**src/rtl/alu_pkg.sv**
```systemverilog
// alu_pkg: shared definitions for the ALU micro-program issuer.
//   - ALU opcode encodings (3-bit alu_op values)
//   - 16-bit instruction word field positions
//   - issuer FSM state encoding
package alu_pkg;

  localparam int DATA_W   = 32;
  localparam int NUM_REGS = 8;
  localparam int REG_AW   = 3;
  localparam int INSN_W   = 16;
  localparam int FIELD_W  = 3;
  localparam int LAT_W    = 4;

  // ALU control encodings
  localparam logic [2:0] ALU_ADD  = 3'd0;
  localparam logic [2:0] ALU_SUB  = 3'd1;
  localparam logic [2:0] ALU_AND  = 3'd2;
  localparam logic [2:0] ALU_OR   = 3'd3;
  localparam logic [2:0] ALU_XOR  = 3'd4;
  localparam logic [2:0] ALU_SHL  = 3'd5;
  localparam logic [2:0] ALU_SHR  = 3'd6;
  localparam logic [2:0] ALU_PASS = 3'd7;

  // Instruction word layout: [15:13] op, [12:10] rd, [9:7] rs1,
  // [6:4] rs2, [3] halt, [2:0] reserved
  localparam int OP_LSB   = 13;
  localparam int RD_LSB   = 10;
  localparam int RS1_LSB  = 7;
  localparam int RS2_LSB  = 4;
  localparam int HALT_BIT = 3;
  localparam int RSVD_MSB = 2;

  typedef enum logic [2:0] {
    ST_IDLE  = 3'd0,
    ST_FETCH = 3'd1,
    ST_ISSUE = 3'd2,
    ST_WAIT  = 3'd3,
    ST_WB    = 3'd4,
    ST_DONE  = 3'd5
  } state_t;

endpackage

```
**src/rtl/alu_regfile.sv**
```systemverilog
// alu_regfile: 8 x 32-bit register file for the ALU issuer.
// Ports:
//   clk, rst_n        - clock, synchronous active-low reset (clears all regs)
//   we, waddr, wdata  - single synchronous write port
//   raddr1/rdata1     - asynchronous read port (operand A)
//   raddr2/rdata2     - asynchronous read port (operand B)
//   dbg_addr/dbg_rdata- registered read port, data valid one cycle after address
module alu_regfile
  import alu_pkg::*;
(
  input  logic              clk,
  input  logic              rst_n,
  input  logic              we,
  input  logic [REG_AW-1:0] waddr,
  input  logic [DATA_W-1:0] wdata,
  input  logic [REG_AW-1:0] raddr1,
  input  logic [REG_AW-1:0] raddr2,
  input  logic [REG_AW-1:0] dbg_addr,
  output logic [DATA_W-1:0] rdata1,
  output logic [DATA_W-1:0] rdata2,
  output logic [DATA_W-1:0] dbg_rdata
);

  logic [DATA_W-1:0] regs [NUM_REGS];

  always_ff @(posedge clk) begin
    if (!rst_n) begin
      for (int i = 0; i < NUM_REGS; i++) begin
        regs[i] <= '0;
      end
      dbg_rdata <= '0;
    end else begin
      if (we) begin
        regs[waddr] <= wdata;
      end
      // Readback shows the pre-write contents when address and write coincide
      dbg_rdata <= regs[dbg_addr];
    end
  end

  assign rdata1 = regs[raddr1];
  assign rdata2 = regs[raddr2];

endmodule

```
**src/rtl/alu_op_issuer.sv**
```systemverilog
// alu_op_issuer: sequential initiator for an external 32-bit combinational ALU.
// Steps through a small micro-program, issuing each instruction's operands
// from an 8-entry register file, waiting ALU_LAT cycles, then writing the
// result and flags back.
// Parameters:
//   PROG_DEPTH - micro-program entries (power of 2, 2..64)
//   ALU_LAT    - cycles the operands are held before the WB state (1..15)
// Ports:
//   clk, rst_n              - clock, synchronous active-low reset
//   start, abort            - begin at pc=0 (IDLE only) / cancel the run
//   prog_we/addr/wdata      - program memory write (IDLE only)
//   reg_we/addr/wdata       - register preload (IDLE only); reg_addr also
//                             selects the registered readback reg_rdata
//   alu_a, alu_b, alu_op    - registered ALU operands and control
//   alu_result, alu_zero/greater/less - ALU response
//   busy, done              - not-IDLE indicator / completion pulse
//   zero/greater/less_flag  - flags captured at the last write-back
module alu_op_issuer
  import alu_pkg::*;
#(
  parameter int PROG_DEPTH = 16,
  parameter int ALU_LAT    = 1
) (
  input  logic                          clk,
  input  logic                          rst_n,
  input  logic                          start,
  input  logic                          abort,
  input  logic                          prog_we,
  input  logic [$clog2(PROG_DEPTH)-1:0] prog_addr,
  input  logic [INSN_W-1:0]             prog_wdata,
  input  logic                          reg_we,
  input  logic [REG_AW-1:0]             reg_addr,
  input  logic [DATA_W-1:0]             reg_wdata,
  output logic [DATA_W-1:0]             reg_rdata,
  output logic [DATA_W-1:0]             alu_a,
  output logic [DATA_W-1:0]             alu_b,
  output logic [2:0]                    alu_op,
  input  logic [DATA_W-1:0]             alu_result,
  input  logic                          alu_zero,
  input  logic                          alu_greater,
  input  logic                          alu_less,
  output logic                          busy,
  output logic                          done,
  output logic                          zero_flag,
  output logic                          greater_flag,
  output logic                          less_flag
);

  localparam int                PC_W    = $clog2(PROG_DEPTH);
  localparam logic [PC_W-1:0]   PC_LAST = PC_W'(PROG_DEPTH - 1);
  localparam logic [LAT_W-1:0]  LAT_M1  = LAT_W'(ALU_LAT - 1);

  state_t            state;
  logic [PC_W-1:0]   pc;
  logic [INSN_W-1:0] ir;
  logic [LAT_W-1:0]  wait_cnt;
  logic [INSN_W-1:0] prog [PROG_DEPTH];

  // Decoded instruction fields
  logic [FIELD_W-1:0] ir_op;
  logic [FIELD_W-1:0] ir_rd;
  logic [FIELD_W-1:0] ir_rs1;
  logic [FIELD_W-1:0] ir_rs2;
  logic               ir_halt;
  logic               rsvd_unused;

  assign ir_op       = ir[OP_LSB  +: FIELD_W];
  assign ir_rd       = ir[RD_LSB  +: FIELD_W];
  assign ir_rs1      = ir[RS1_LSB +: FIELD_W];
  assign ir_rs2      = ir[RS2_LSB +: FIELD_W];
  assign ir_halt     = ir[HALT_BIT];
  assign rsvd_unused = ^ir[RSVD_MSB:0];

  // Register file write port is shared between the IDLE preload and the
  // WB result write; the two are never active in the same state.
  logic              rf_we;
  logic [REG_AW-1:0] rf_waddr;
  logic [DATA_W-1:0] rf_wdata;
  logic [DATA_W-1:0] rs1_data;
  logic [DATA_W-1:0] rs2_data;

  always_comb begin
    rf_we    = 1'b0;
    rf_waddr = reg_addr;
    rf_wdata = reg_wdata;
    if (state == ST_IDLE) begin
      rf_we = reg_we;
    end else if (state == ST_WB && !abort) begin
      rf_we    = 1'b1;
      rf_waddr = ir_rd;
      rf_wdata = alu_result;
    end
  end

  alu_regfile u_regfile (
    .clk       (clk),
    .rst_n     (rst_n),
    .we        (rf_we),
    .waddr     (rf_waddr),
    .wdata     (rf_wdata),
    .raddr1    (ir_rs1),
    .raddr2    (ir_rs2),
    .dbg_addr  (reg_addr),
    .rdata1    (rs1_data),
    .rdata2    (rs2_data),
    .dbg_rdata (reg_rdata)
  );

  // Program memory has no reset so a loaded program survives rst_n
  always_ff @(posedge clk) begin
    if (rst_n && state == ST_IDLE && prog_we) begin
      prog[prog_addr] <= prog_wdata;
    end
  end

  always_ff @(posedge clk) begin
    if (!rst_n) begin
      state        <= ST_IDLE;
      pc           <= '0;
      ir           <= '0;
      wait_cnt     <= '0;
      alu_a        <= '0;
      alu_b        <= '0;
      alu_op       <= ALU_ADD;
      busy         <= 1'b0;
      done         <= 1'b0;
      zero_flag    <= 1'b0;
      greater_flag <= 1'b0;
      less_flag    <= 1'b0;
    end else begin
      done <= 1'b0;
      // Abort wins over every transition, including the WB write-back
      if (abort && state != ST_IDLE) begin
        state <= ST_IDLE;
        busy  <= 1'b0;
      end else begin
        case (state)
          // IDLE -> FETCH: launch at the first program entry
          ST_IDLE: begin
            if (start) begin
              pc    <= '0;
              state <= ST_FETCH;
              busy  <= 1'b1;
            end
          end
          // FETCH -> ISSUE: latch the instruction word
          ST_FETCH: begin
            ir    <= prog[pc];
            state <= ST_ISSUE;
          end
          // ISSUE -> WAIT: register operands; they hold until the next ISSUE
          ST_ISSUE: begin
            alu_a    <= rs1_data;
            alu_b    <= rs2_data;
            alu_op   <= ir_op;
            wait_cnt <= LAT_M1;
            state    <= ST_WAIT;
          end
          // WAIT -> WB: ALU_LAT cycles counted down from ALU_LAT-1
          ST_WAIT: begin
            if (wait_cnt == '0) begin
              state <= ST_WB;
            end else begin
              wait_cnt <= wait_cnt - 1'b1;
            end
          end
          // WB -> FETCH/DONE: result written through rf_we; last entry always ends
          ST_WB: begin
            zero_flag    <= alu_zero;
            greater_flag <= alu_greater;
            less_flag    <= alu_less;
            if (ir_halt || pc == PC_LAST) begin
              state <= ST_DONE;
              done  <= 1'b1;
            end else begin
              pc    <= pc + 1'b1;
              state <= ST_FETCH;
            end
          end
          // DONE -> IDLE: done pulse lasts exactly this state
          ST_DONE: begin
            state <= ST_IDLE;
            busy  <= 1'b0;
          end
          default: begin
            state <= ST_IDLE;
            busy  <= 1'b0;
          end
        endcase
      end
    end
  end

endmodule

```
**config.mk**
```make
export PLATFORM = sky130hd
export DESIGN_NAME = alu_op_issuer
export DESIGN_NICKNAME = d
export VERILOG_FILES = /design/src/rtl/alu_pkg.sv /design/src/rtl/alu_regfile.sv /design/src/rtl/alu_op_issuer.sv
export SDC_FILE = /design/constraint.sdc
export NUM_CORES = 1
export LEC_CHECK = 0
export ABC_AREA = 1
export CORE_MARGIN = 3
export CORE_UTILIZATION = 45
export DETAILED_ROUTE_END_ITERATION = 6
export GPL_ROUTABILITY_DRIVEN = 1
export PLACE_DENSITY = 0.76
export SKIP_CTS_REPAIR_TIMING = 1
export SYNTH_ARGS = -nofsm -noshare
export SYNTH_HDL_FRONTEND = slang
export SYNTH_SLANG_ARGS = --single-unit
```
**constraint.sdc**
```tcl
create_clock -name clk -period 2.93 [get_ports clk]
set_clock_uncertainty 0.15 [all_clocks]
set_input_delay 0.4395 -clock clk [delete_from_list [all_inputs] [get_ports clk]]
set_output_delay 0.4395 -clock clk [all_outputs]
set_load 0.02 [all_outputs]
```
==> impl_metrics.env, run 1 <==
export IMPL_outcome="finished, final reports clean"
export IMPL_cts_max_level=2
export IMPL_period_share_pct=86.05
export IMPL_number_of_diodes_added_for_antenna_fixing=0
export IMPL_area_delta_synth_final_pct=18.45
export IMPL_critical_path_n_buffers_inverters=1
export IMPL_finalSetupViolCount=0
export IMPL_finalMaxSlewViolations=0
export IMPL_ys_flop_type="sky130_fd_sc_hd__edfxtp_1"
export IMPL_antenna_found_initial=2
export IMPL_flop2flop_setup_slack_ns=0.41
export IMPL_cts_tree="built"
export IMPL_maxCapViolCount=0
export IMPL_fin_setup_tns_ns=0
export IMPL_stdcell_count=4341
export IMPL_drt_iter0_drc=3378
export IMPL_final_nets=3543
export IMPL_grt_max_degree=154
export IMPL_crit_required_ns=3.08
export IMPL_timing_hold_worst_class="in2reg"
export IMPL_detail_route_wl_per_cell_um=18.94
export IMPL_num_vias=24320
export IMPL_syn_num_nets=3406
export IMPL_cts_sink_count=592
export IMPL_final_setup_worst_slack_ns=0.4088
export IMPL_rr_endpoint="prog[14][4]"
export IMPL_dr_wl_met2_um=38930
export IMPL_synth_cell_types=31
export IMPL_clk_root_buffer_cell="sky130_fd_sc_hd__clkbuf_16"
export IMPL_p_leak_nw=13.31
export IMPL_number_of_input_and_output_port_buffers_inserted=196
export IMPL_ff2ff_path_depth=6
export IMPL_launch_point_of_the_worst_reg_to_reg_path="state[0]"
export IMPL_detailroute_wirelength_met3_um=8424
export IMPL_initial_core_util_pct=45.59
export IMPL_cpPeakStageDelay_ns=0.51
export IMPL_timing_critical_path_depth=6
export IMPL_synth_most_common_cell="sky130_fd_sc_hd__nand2_1"
export IMPL_path_cells="nor2_4, nand2_1, nor3b_1, nand3_1, nor2_1, buf_4"
export IMPL_worst_slew_margin_rel_pct=37.19
export IMPL_max_clock_path_buffers=3
export IMPL_critPathMaxFanout=13
export IMPL_rsz0062_at_grt="false"
export IMPL_clk_latency_ns=0.65
export IMPL_grt_first_pass_wirelength_um=125100
export IMPL_route_layer_met1_wl_um=31920
export IMPL_placeable_area_sq_um=63200
export IMPL_worstSetupStartpoint="state[0]"
export IMPL_worst_endpoint_arrival_ns=2.67
export IMPL_worst_setup_path_type="reg2reg"
export IMPL_endpoint="prog[14][4]"
export IMPL_post_synth_cell_area_avg_sq_um=8.710
export IMPL_post_route_ant_nets=0
export IMPL_timing_worst_slew_pin_value_ns=0.9421
export IMPL_synth_top_cell_area_share_pct=48.36
export IMPL_fp_dieArea_sq_um=67100
export IMPL_power_density_cell_area_nw_per_um2=620.1
export IMPL_number_of_synthesized_flops_with_an_enable_pin=464
export IMPL_globalRouteTotalUtil_pct=23.79
export IMPL_final_min_clock_period_ns=2.521
export IMPL_ys_warn_count=0
export IMPL_cts_reportedPaths_clkPinSlew_ns=0.06
export IMPL_post_synth_instance_area_sq_um=28810
export IMPL_synth_commonest_cells="sky130_fd_sc_hd__nand2_1, sky130_fd_sc_hd__edfxtp_1, sky130_fd_sc_hd__nor2_1"
export IMPL_cts_inserted_buffers=61
export IMPL_crit_family="simple AND/OR/NAND/NOR gates"
export IMPL_critical_path_startpoint_type="register"
export IMPL_end_kind="register"
export IMPL_remaining_overflow_grt=0
export IMPL_synth_seq_area_share_pct=57.25
export IMPL_top_layer_used="met5"
export IMPL_synth_top_area_cell="sky130_fd_sc_hd__edfxtp_1"
export IMPL_synth_seq_cells=592
export IMPL_report_final_hold_viol_count=0
export IMPL_critical_path_slowest_cell="sky130_fd_sc_hd__nor3b_1"
export IMPL_synth_top_cells_by_area="sky130_fd_sc_hd__edfxtp_1, sky130_fd_sc_hd__dfxtp_1, sky130_fd_sc_hd__nand2_1"
export IMPL_drc_violations_left=0
export IMPL_post_place_cells=4228
export IMPL_synthCells=3308
export IMPL_synth_async_sr_flop_share_pct=0
export IMPL_number_of_iterations_in_the_first_detailed_routing_pass=6
export IMPL_grt_pass1_vias=22570
export IMPL_floorplan_die_height_um=259.0
export IMPL_ratio_of_routed_vias_to_standard_cells=5.602
export IMPL_detail_route_wirelength_um=82200
export IMPL_totalPowerFinal_mw=21.16
export IMPL_gp_congestion=0.8384
export IMPL_core_rowCount=92
export IMPL_fmax_mhz=396.6
export IMPL_dp_slack_ns=0.1994
export IMPL_dpl_wire_length_um=50390
export IMPL_die_x_um=259.0
export IMPL_io_pin_count=200
export IMPL_layout_drive_gt1_share_pct=7.268
export IMPL_vdd_ir_drop_max_mv=0.4331
## cells in the final DEF (no fill, tap or decap), drive strengths merged
| cell | count |
|---|---|
| dfxtp | 128 |
| ha | 2 |
| o21ai | 344 |
| a21oi | 269 |
| bufinv | 5 |
| buf | 128 |
| and2 | 1 |
| o21bai | 1 |
| clkinvlp | 2 |
| a31oi | 2 |
| nand3 | 315 |
| nor3b | 1 |
| clkdlybuf4s50 | 192 |
| and3 | 1 |
| nand2 | 578 |
| nand4 | 1 |
| clkbuf | 82 |
| inv | 317 |
| edfxtp | 464 |
| mux2i | 32 |
| or2 | 1 |
| nor3 | 2 |
| o211ai | 160 |
| o21a | 1 |
| clkinv | 23 |
| nor2 | 443 |
## worst reg2reg max path, cell delays in order (launching register included)
cell	delay [ns]
sky130_fd_sc_hd__dfxtp_1	0.35
sky130_fd_sc_hd__nor2_4	0.21
sky130_fd_sc_hd__nand2_1	0.22
sky130_fd_sc_hd__nor3b_1	0.51
sky130_fd_sc_hd__nand3_1	0.29
sky130_fd_sc_hd__nor2_1	0.18
sky130_fd_sc_hd__buf_4	0.28
## area by class of cell
| cell class | instances | area, sq um |
|---|---|---|
| Fill cell | 5385 | 29070 |
| Sequential cell | 592 | 16520 |
| Multi-Input combinational cell | 2154 | 10160 |
| Timing Repair Buffer | 320 | 3159 |
| Clock buffer | 82 | 1745 |
| Inverter | 316 | 1187 |
| Tap cell | 846 | 1059 |
| Clock inverter | 31 | 302.8 |
## worst min path at each step
stage / startpoint / end / slack (ns) / cells after the start
3_5_place_dp: zero_flag / zero_flag / 0.29 / 2
6_report: reg_addr[1] / u_regfile.dbg_rdata[1] / 0.15 / 5
4_1_cts: reg_addr[1] / u_regfile.dbg_rdata[8] / 0.13 / 6
3_3_place_gp: zero_flag / zero_flag / 0.28 / 2
5_1_grt: reg_addr[1] / u_regfile.dbg_rdata[8] / 0.18 / 6
2_1_floorplan: ir[13] / alu_op[0] / 0.29 / 2
## report_power, final
group	leakage (nW)	internal [mW]	switching, mW
combinational	6.72	1.24	2.44
sequential	5.57	9.40	0.222
clock	1.02	4.60	3.26
## through the flow
step                utilization [%]  hold slack [ns]  cell area [sq um]
global placement              50.76           0.2848              32080
detailed placement            50.76           0.2884              32080
floorplan                         -           0.2867              28810
finish                        54.00           0.1501              34130
global route                  54.00           0.1775              34130
CTS                           54.00           0.1301              34130
## state kept, by name (all words and copies together) (netlist names)
register / count
alu_op: 3
done: 1
greater_flag: 1
alu_a: 32
wait_cnt: 4
state: 3
alu_b: 32
pc: 4
u_regfile.dbg_rdata: 32
busy: 1
ir: 13
u_regfile.regs: 256
zero_flag: 1
less_flag: 1
prog: 208
## cell families after synthesis
| kind of cell | synth area share (%) |
|---|---|
| AOI/OAI and AO/OA | 14.93 |
| muxes | 1.242 |
| buffers and inverters | 7.500 |
| DFF | 57.25 |
| and+or+nand+nor | 18.99 |
| adders and majority gates | 0.08684 |
## metal layers
metal | GRT usage, % | vias up
li1 | - | 11500
met1 | 31.40 | 11270
met2 | 39.23 | 1322
met3 | 3.951 | 226
met4 | 9.411 | 4
met5 | 0 | -
Power figures use the tool's default switching activity.
==> run 2: changes to the inputs <==
--- a/config.mk
+++ b/config.mk
@@ -10,6 +10,7 @@
 export CORE_UTILIZATION = 45
 export DETAILED_ROUTE_END_ITERATION = 6
 export GPL_ROUTABILITY_DRIVEN = 1
+export HOLD_SLACK_MARGIN = 0.03
 export PLACE_DENSITY = 0.76
 export SKIP_CTS_REPAIR_TIMING = 1
 export SYNTH_ARGS = -nofsm -noshare
==> results of run 2 <==
No change in the layout: final DEF, timing and power equal those of run 1.
